$ cat src/rtl/sram_dp.sv
// sram_dp: address/write/read/control registers driving a single-port async SRAM
module sram_dp #(
    parameter int DW = 8,
    parameter int AW = 8,
    parameter int CW = 16
) (
    input  logic          clk,
    input  logic          rst,
    input  logic [DW-1:0] din,
    input  logic          a_wen_,
    input  logic          wd_wen_,
    input  logic          rd_wen_,
    input  logic          ctrl_wen_,
    input  logic          inca,
    output logic [AW-1:0] sram_addr,
    output logic [DW-1:0] sram_wdata,
    output logic          sram_we_,
    output logic          sram_oe_,
    input  logic [DW-1:0] sram_rdata,
    output logic [DW-1:0] rdata,
    output logic          rdata_vld,
    output logic [DW-1:0] ctrl_out,
    output logic [CW-1:0] wr_cnt
);
    // Protect bit as it will stand during the write cycle that a wd_wen_ load schedules
    logic prot_next;
    assign prot_next = !ctrl_wen_ ? din[0] : ctrl_out[0];
    assign sram_oe_ = rd_wen_ && sram_we_;
    always_ff @(posedge clk or posedge rst) begin
        if (rst) begin
            sram_addr  <= '0;
            sram_wdata <= '0;
            sram_we_   <= 1'b1;
            rdata      <= '0;
            rdata_vld  <= 1'b0;
            ctrl_out   <= '0;
            wr_cnt     <= '0;
        end else begin
            sram_addr  <= !a_wen_ ? din[AW-1:0] : sram_addr + AW'(inca);
            sram_wdata <= !wd_wen_ ? din : sram_wdata;
            sram_we_   <= wd_wen_ || prot_next;
            rdata      <= !rd_wen_ ? sram_rdata : rdata;
            rdata_vld  <= !rd_wen_;
            ctrl_out   <= !ctrl_wen_ ? din : ctrl_out;
            wr_cnt     <= (!sram_we_ && !(&wr_cnt)) ? wr_cnt + CW'(1) : wr_cnt;
        end
    end
endmodule

$ cat config.mk
export PLATFORM = sky130hd
export DESIGN_NAME = sram_dp
export DESIGN_NICKNAME = d
export VERILOG_FILES = /design/src/rtl/sram_dp.sv
export SDC_FILE = /design/constraint.sdc
export NUM_CORES = 1
export LEC_CHECK = 0
export BUFFER_PORTS_ARGS = -buffer_cell sky130_fd_sc_hd__buf_2
export CORE_MARGIN = 3
export CORE_UTILIZATION = 49
export CTS_CLUSTER_DIAMETER = 40
export DETAILED_ROUTE_END_ITERATION = 6
export PLACE_DENSITY_LB_ADDON = 0.08
export SLEW_MARGIN = 20
export SYNTH_ARGS = -nofsm -noshare
export SYNTH_HDL_FRONTEND = slang
export SYNTH_SLANG_ARGS = --single-unit
$ cat constraint.sdc
create_clock -name clk -period 2 [get_ports clk]
set_input_delay 0.3 -clock clk [delete_from_list [all_inputs] [get_ports clk]]
set_output_delay 0.3 -clock clk [all_outputs]
set_load 0.005 [all_outputs]
==> flow_summary.yaml, run 1 <==
sta:
  period_share_pct: 91.2
  timing.fmax_mhz: 548
  grt_setup_unrepaired: "no"
  worstMarginPinSlew_ns: 0.673
  finalCriticalPeriod_ns: 1.82
  timing.hold.ws_ns: 0.0946
  tns_ns: 0
  clock_skew_ns: 0.00739
  finalHoldViolCount: 0
  maxSlewHeadroom_pct: 55.1
  finalMaxSlewViolations: 0
  setup_violations: 0
logic_synthesis:
  syn_inst: 167
  ys_seq_area_share_pct: 57.4
  ys_types: 27
  synthTopCellsByArea: "dfrtp_1 56%, mux2_2 14%, xnor2_1 4.8%, xor2_1 2.4%, nor2_1 2.1%"
  ys_ff_latch: 50
  synth_warnings: 0
  synth_top_area_cell: "dfrtp_1"
  syn-num-nets: 193
  syn-cell-area_um2: 2180
  synth_top_cell_area_share_pct: 56.2
  syn_area_per_cell_um2: 13.1
clock_network:
  numCtsBuffers: 5
  cts_resized: 0
  cts_tree: "yes"
  h-tree-depth: 2
  postCtsHoldBufs: 0
  postCtsSetupBuffers: 0
  cts.path.max_buffers: 2
  cts-root-buf: "clkbuf_8"
  clock_latency_ns: 0.30
  cts_sinks: 50
  path_clk_slew_ns: 0.09
critical_path:
  critPathMaxFanout: 11
  worstPathArrival_ns: 2.01
  cpPeakStageDelay_ns: 0.44
  critPathLaunch: "wr_cnt[0]$_DFFE_PP0P_"
  slowest_stage: "dfrtp_1"
  path_buf_inv: 0
  required_ns: 2.18
  crit_path_start_kind: "flip-flop"
  cpLargestDelayFamily: "flip-flops"
  critical_path_class: "reg -> reg"
  crit_chain: "ha_1 -> and4_4 -> a41oi_4 -> mux2_2"
  endpoint_kind: "flip-flop"
  rr_startpoint: "wr_cnt[0]$_DFFE_PP0P_"
  r2r_slack_ns: 0.18
detailed_routing:
  first_pass_iters: 4
  drc: 0
  via_per_inst: 5.22
  ant_nets: 0
  wl_per_cell_um: 15.5
  drt-initial-drc-count: 57
  vias: 1539
  drt-total-wl_mm: 4.59
layout:
  fin_cells: 295
  area_growth_pct: 23.3
  num-nets-final: 270
  post-route-util_pct: 64.9
  design_area_um2: 2690
  antennaDiodeCount: 0
  drive_gt1_share_pct: 50.6
global_routing:
  grt_start_max_net_pins: 34
  grt_util_met1_pct: 24.0
  grtUsageTotal_pct: 18.5
  grt_overflow: 0
  gr-usage-met3_pct: 5.10
  antenna_found_initial: 0
  use_met2_pct: 30.5
  top_usage_layer: "met2"
  grt_pass1_wl_mm: 7.61
  grt_pass1_vias: 1587
floorplanning:
  rows: 23
  coreArea_um2: 4140
  dieHeight_um: 72.7
  initial_core_util_pct: 52.6
  ios: 74
  die_area_um2: 5290
  fp.dieW_um: 72.7
power:
  p_leak_nw: 1.28
  cellPowerDensity_nw_per_um2: 859
  vdd_ir_drop_max_v: 0.000506
placement:
  dp_cells: 287
  hpwl_mm: 3.57
  port_buffers: 73
  routabilityCongestion: 0.874
  dpl_cell_area_um2: 2600
min_path:
  hold_class: "in -> async"
run:
  cap_violations: 0
outcome:
  status: "completed"
[logic make-up after synthesis]
group / count (synthesis) / share of synthesized area, %
muxes: 28 / 14.5
adders and majority gates: 3 / 1.72
and+or+nand+nor: 48 / 13.4
buffers and inverters: 9 / 1.89
DFF: 50 / 57.4
xor gates and xnor gates: 18 / 7.23
AOI/OAI and AO/OA: 11 / 3.90
[synth_stat cells]
library cell	number
dfrtp_1	49
mux2_2	28
nor2_1	12
xnor2_1	12
nand2_1	9
a21oi_1	7
nand3_1	6
xor2_1	6
nand4_1	5
clkbuf_1	4
inv_1	4
and4_4	3
ha_1	3
nor3_1	3
and3_4	2
nor3_2	2
nor4b_2	2
a211oi_1	1
a31oi_1	1
a41oi_1	1
a41oi_4	1
and3_1	1
buf_6	1
dfstp_2	1
nand2_4	1
nand2b_1	1
or2_2	1
[metal layers]
layer	routed length (um)	share of wire (%)
met2	2220	48
met5	0	0
met3	289	6.3
met1	2010	44
met4	65	1.4
[placed cells by master, fill, tap and decap left out]
master,Yosys,layout
xnor2_1,12,12
a21oi_1,7,7
nand3_1,6,6
nor2_1,12,12
and4_4,3,3
clkinv_2,0,1
and3_1,1,1
a41oi_4,1,1
xor2_1,6,6
nand2_4,1,1
buf_4,0,2
dfstp_2,1,1
nor4b_2,2,2
nand2_1,9,9
inv_2,0,1
ha_1,3,3
buf_2,0,73
mux2_2,28,28
nor3_2,2,2
and3_4,2,2
clkbuf_1,4,1
or2_2,1,1
dfrtp_1,49,49
a41oi_1,1,1
nor3_1,3,3
clkbuf_8,0,6
a31oi_1,1,1
a211oi_1,1,1
inv_1,4,3
nand2b_1,1,1
nand4_1,5,5
[per-stage QoR]
stage / setup WS (ns) / power, W
2_1_floorplan: 0.397 / 0.00152
3_3_place_gp: 0.258 / 0.00172
3_5_place_dp: 0.178 / 0.00175
4_1_cts: 0.164 / 0.00234
5_1_grt: 0.0871 / 0.00244
6_report: 0.176 / 0.00231
[cell type report]
class                      instances  area [um2]
clock buffer                       7        86.3
fill                             341        1460
inverter                           4        15.0
clock inverter                     1        5.00
multi-input combinational        108         887
timing repair buffer              75         380
sequential                        50        1250
tap                               50        62.6
[registers in the layout (all words and copies together), names as in the netlist]
name,cells
rdata_vld,1
sram_we_,1
wr_cnt,16
ctrl_out,8
sram_wdata,8
rdata,8
sram_addr,8
[where the power goes]
group | internal (W) | switching [W] | total (W) | leakage (nW)
combinational | 0.000239 | 0.000207 | 0.000447 | 0.626
sequential | 0.00114 | 0.000127 | 0.00127 | 0.607
clock | 0.000279 | 0.000314 | 0.000594 | 0.0482
total | 0.00166 | 0.000649 | 0.00231 | 1.28
[path summary, 6_finish.rpt]
kind	to	cells past startpoint
setup / recovery	wr_cnt[1]$_DFFE_PP0P_	4
hold / removal	wr_cnt[6]$_DFFE_PP0P_	2
setup reg to reg	wr_cnt[1]$_DFFE_PP0P_	4
hold reg to reg	rdata[0]$_DFFE_PP0N_	1
max in group asynchronous	wr_cnt[1]$_DFFE_PP0P_	3
min in group clk	rdata[0]$_DFFE_PP0N_	2
(Power assumes the default switching activity.)
==> inputs of run 2 (changes only) <==
--- a/config.mk
+++ b/config.mk
@@ -10,6 +10,7 @@
 export CORE_UTILIZATION = 49
 export CTS_CLUSTER_DIAMETER = 40
 export DETAILED_ROUTE_END_ITERATION = 6
+export MAX_ROUTING_LAYER = met4
 export PLACE_DENSITY_LB_ADDON = 0.08
 export SLEW_MARGIN = 20
 export SYNTH_ARGS = -nofsm -noshare
==> run 2 against run 1 <==
Against the previous run:
- via count fell by 0.52%
- first-iteration DRC count decreased by 1.8%
- critical endpoint unchanged
- routed wire length rose by 0.50%
- total power is essentially flat
- combinational power about the same
- sequential power barely moved
- largest cell class unchanged
- cell count unchanged
==> flow_summary.yaml, run 2 (synthesis results as in run 1) <==
detailed_routing:
  drt-total-wl_mm: 4.61
  vias: 1531
  drc: 0
  first_pass_iters: 4
  drt-initial-drc-count: 56
  ant_nets: 0
  wl_per_cell_um: 15.6
  via_per_inst: 5.19
floorplanning:
  rows: 23
  fp.dieW_um: 72.7
  initial_core_util_pct: 52.6
  coreArea_um2: 4140
  dieHeight_um: 72.7
  die_area_um2: 5290
  ios: 74
global_routing:
  grt_pass1_wl_mm: 7.61
  grt_overflow: 0
  grt_pass1_vias: 1589
  grt_start_max_net_pins: 34
  antenna_found_initial: 0
  grtUsageTotal_pct: 19.1
critical_path:
  required_ns: 2.18
  critical_path_class: "reg -> reg"
  worstPathArrival_ns: 2.01
  endpoint_kind: "flip-flop"
  critPathMaxFanout: 11
  crit_path_start_kind: "flip-flop"
  critPathLaunch: "wr_cnt[0]$_DFFE_PP0P_"
  r2r_slack_ns: 0.17
  rr_startpoint: "wr_cnt[0]$_DFFE_PP0P_"
sta:
  maxSlewHeadroom_pct: 55.0
  finalMaxSlewViolations: 0
  grt_setup_unrepaired: "no"
  clock_skew_ns: 0.00742
  finalCriticalPeriod_ns: 1.83
  finalHoldViolCount: 0
  period_share_pct: 91.3
  timing.fmax_mhz: 548
  tns_ns: 0
  setup_violations: 0
  worstMarginPinSlew_ns: 0.674
placement:
  hpwl_mm: 3.57
  port_buffers: 73
  routabilityCongestion: 0.889
power:
  p_leak_nw: 1.28
  report.power.total_w: 0.00231
  netSwitchingFraction_pct: 28.1
  p_sw_w: 0.000648
  pwr-share-comb_pct: 19.4
  cellPowerDensity_nw_per_um2: 858
  vdd_ir_drop_max_v: 0.000505
  seqPwrFrac_pct: 54.9
  internal_power_w: 0.00166
  pwr-share-clk_pct: 25.7
layout:
  area_growth_pct: 23.3
  layout_common_cells: "73 x buf_2, 49 x dfrtp_1, 28 x mux2_2"
  antennaDiodeCount: 0
  largest_register_ffs: 16
  final_common_cell: "buf_2"
  drive_gt1_share_pct: 50.6
  top_register: "wr_cnt"
  num-nets-final: 270
clock_network:
  postCtsSetupBuffers: 0
  h-tree-depth: 2
  cts_sinks: 50
  cts_tree: "yes"
  cts_resized: 0
  path_clk_slew_ns: 0.09
  cts-root-buf: "clkbuf_8"
  clock_latency_ns: 0.30
  numCtsBuffers: 5
  postCtsHoldBufs: 0
  cts.path.max_buffers: 2
outcome:
  status: "completed"
run:
  cap_violations: 0
min_path:
  hold_class: "in -> async"
-- run 2: cell counts in the layout (fill, tap and decap cells not counted) --
No cell type changed its count.
-- run 2: path summary, 6_finish.rpt --
check                           cells after the start                   endpoint
min in group clk                                    2       rdata[0]$_DFFE_PP0N_
max in group asynchronous                           3      wr_cnt[1]$_DFFE_PP0P_
worst min register to register                      1  sram_wdata[7]$_DFFE_PP0N_
worst min-delay path                                2      wr_cnt[6]$_DFFE_PP0P_
worst max-delay path                                4      wr_cnt[1]$_DFFE_PP0P_
worst max register to register                      4      wr_cnt[1]$_DFFE_PP0P_
-- run 2: layout make-up --
type,instances,area (um2)
clock buffer,7,86.3
clock inverter,1,5.00
fill,341,1460
inverter,4,15.0
multi-input combinational,108,887
sequential,50,1250
tap,50,62.6
timing repair buffer,75,380
-- run 2: critical path, stage by stage, from the launching register on --
cell     delay (ns)
dfrtp_1        0.44
ha_1           0.25
and4_4         0.23
a41oi_4        0.42
mux2_2         0.38
-- run 2: metrics by stage --
| step | instances | setup WS (ns) | area (um2) | utilization, % | hold slack [ns] |
|---|---|---|---|---|---|
| after floorplan | 167 | 0.397 | 2180 | - | 0.450 |
| after global placement | 287 | 0.258 | 2600 | 62.7 | 0.421 |
| after detailed placement | 287 | 0.178 | 2600 | 62.7 | 0.438 |
| after CTS | 295 | 0.164 | 2690 | 64.9 | 0.108 |
| after global routing | 295 | 0.0856 | 2690 | 64.9 | 0.155 |
| final | 295 | 0.174 | 2690 | 64.9 | 0.0949 |
-- run 2: per-layer routing --
metal	part of all wire [%]	track usage, %	vias up
li1	-	-	737
met1	43	24.3	736
met2	48	30.2	52
met3	7.4	4.96	6
met4	1.4	5.53	0
met5	0	-	-
-- run 2: power by group through the flow --
stage / logic [W] / registers [W] / clock network [W]
floorplan: 0.000231 / 0.00129 / 0
global placement: 0.000441 / 0.00128 / 0
detailed placement: 0.000459 / 0.00129 / 0
CTS: 0.000459 / 0.00127 / 0.000613
global route: 0.000494 / 0.00129 / 0.000655
finish: 0.000448 / 0.00127 / 0.000592
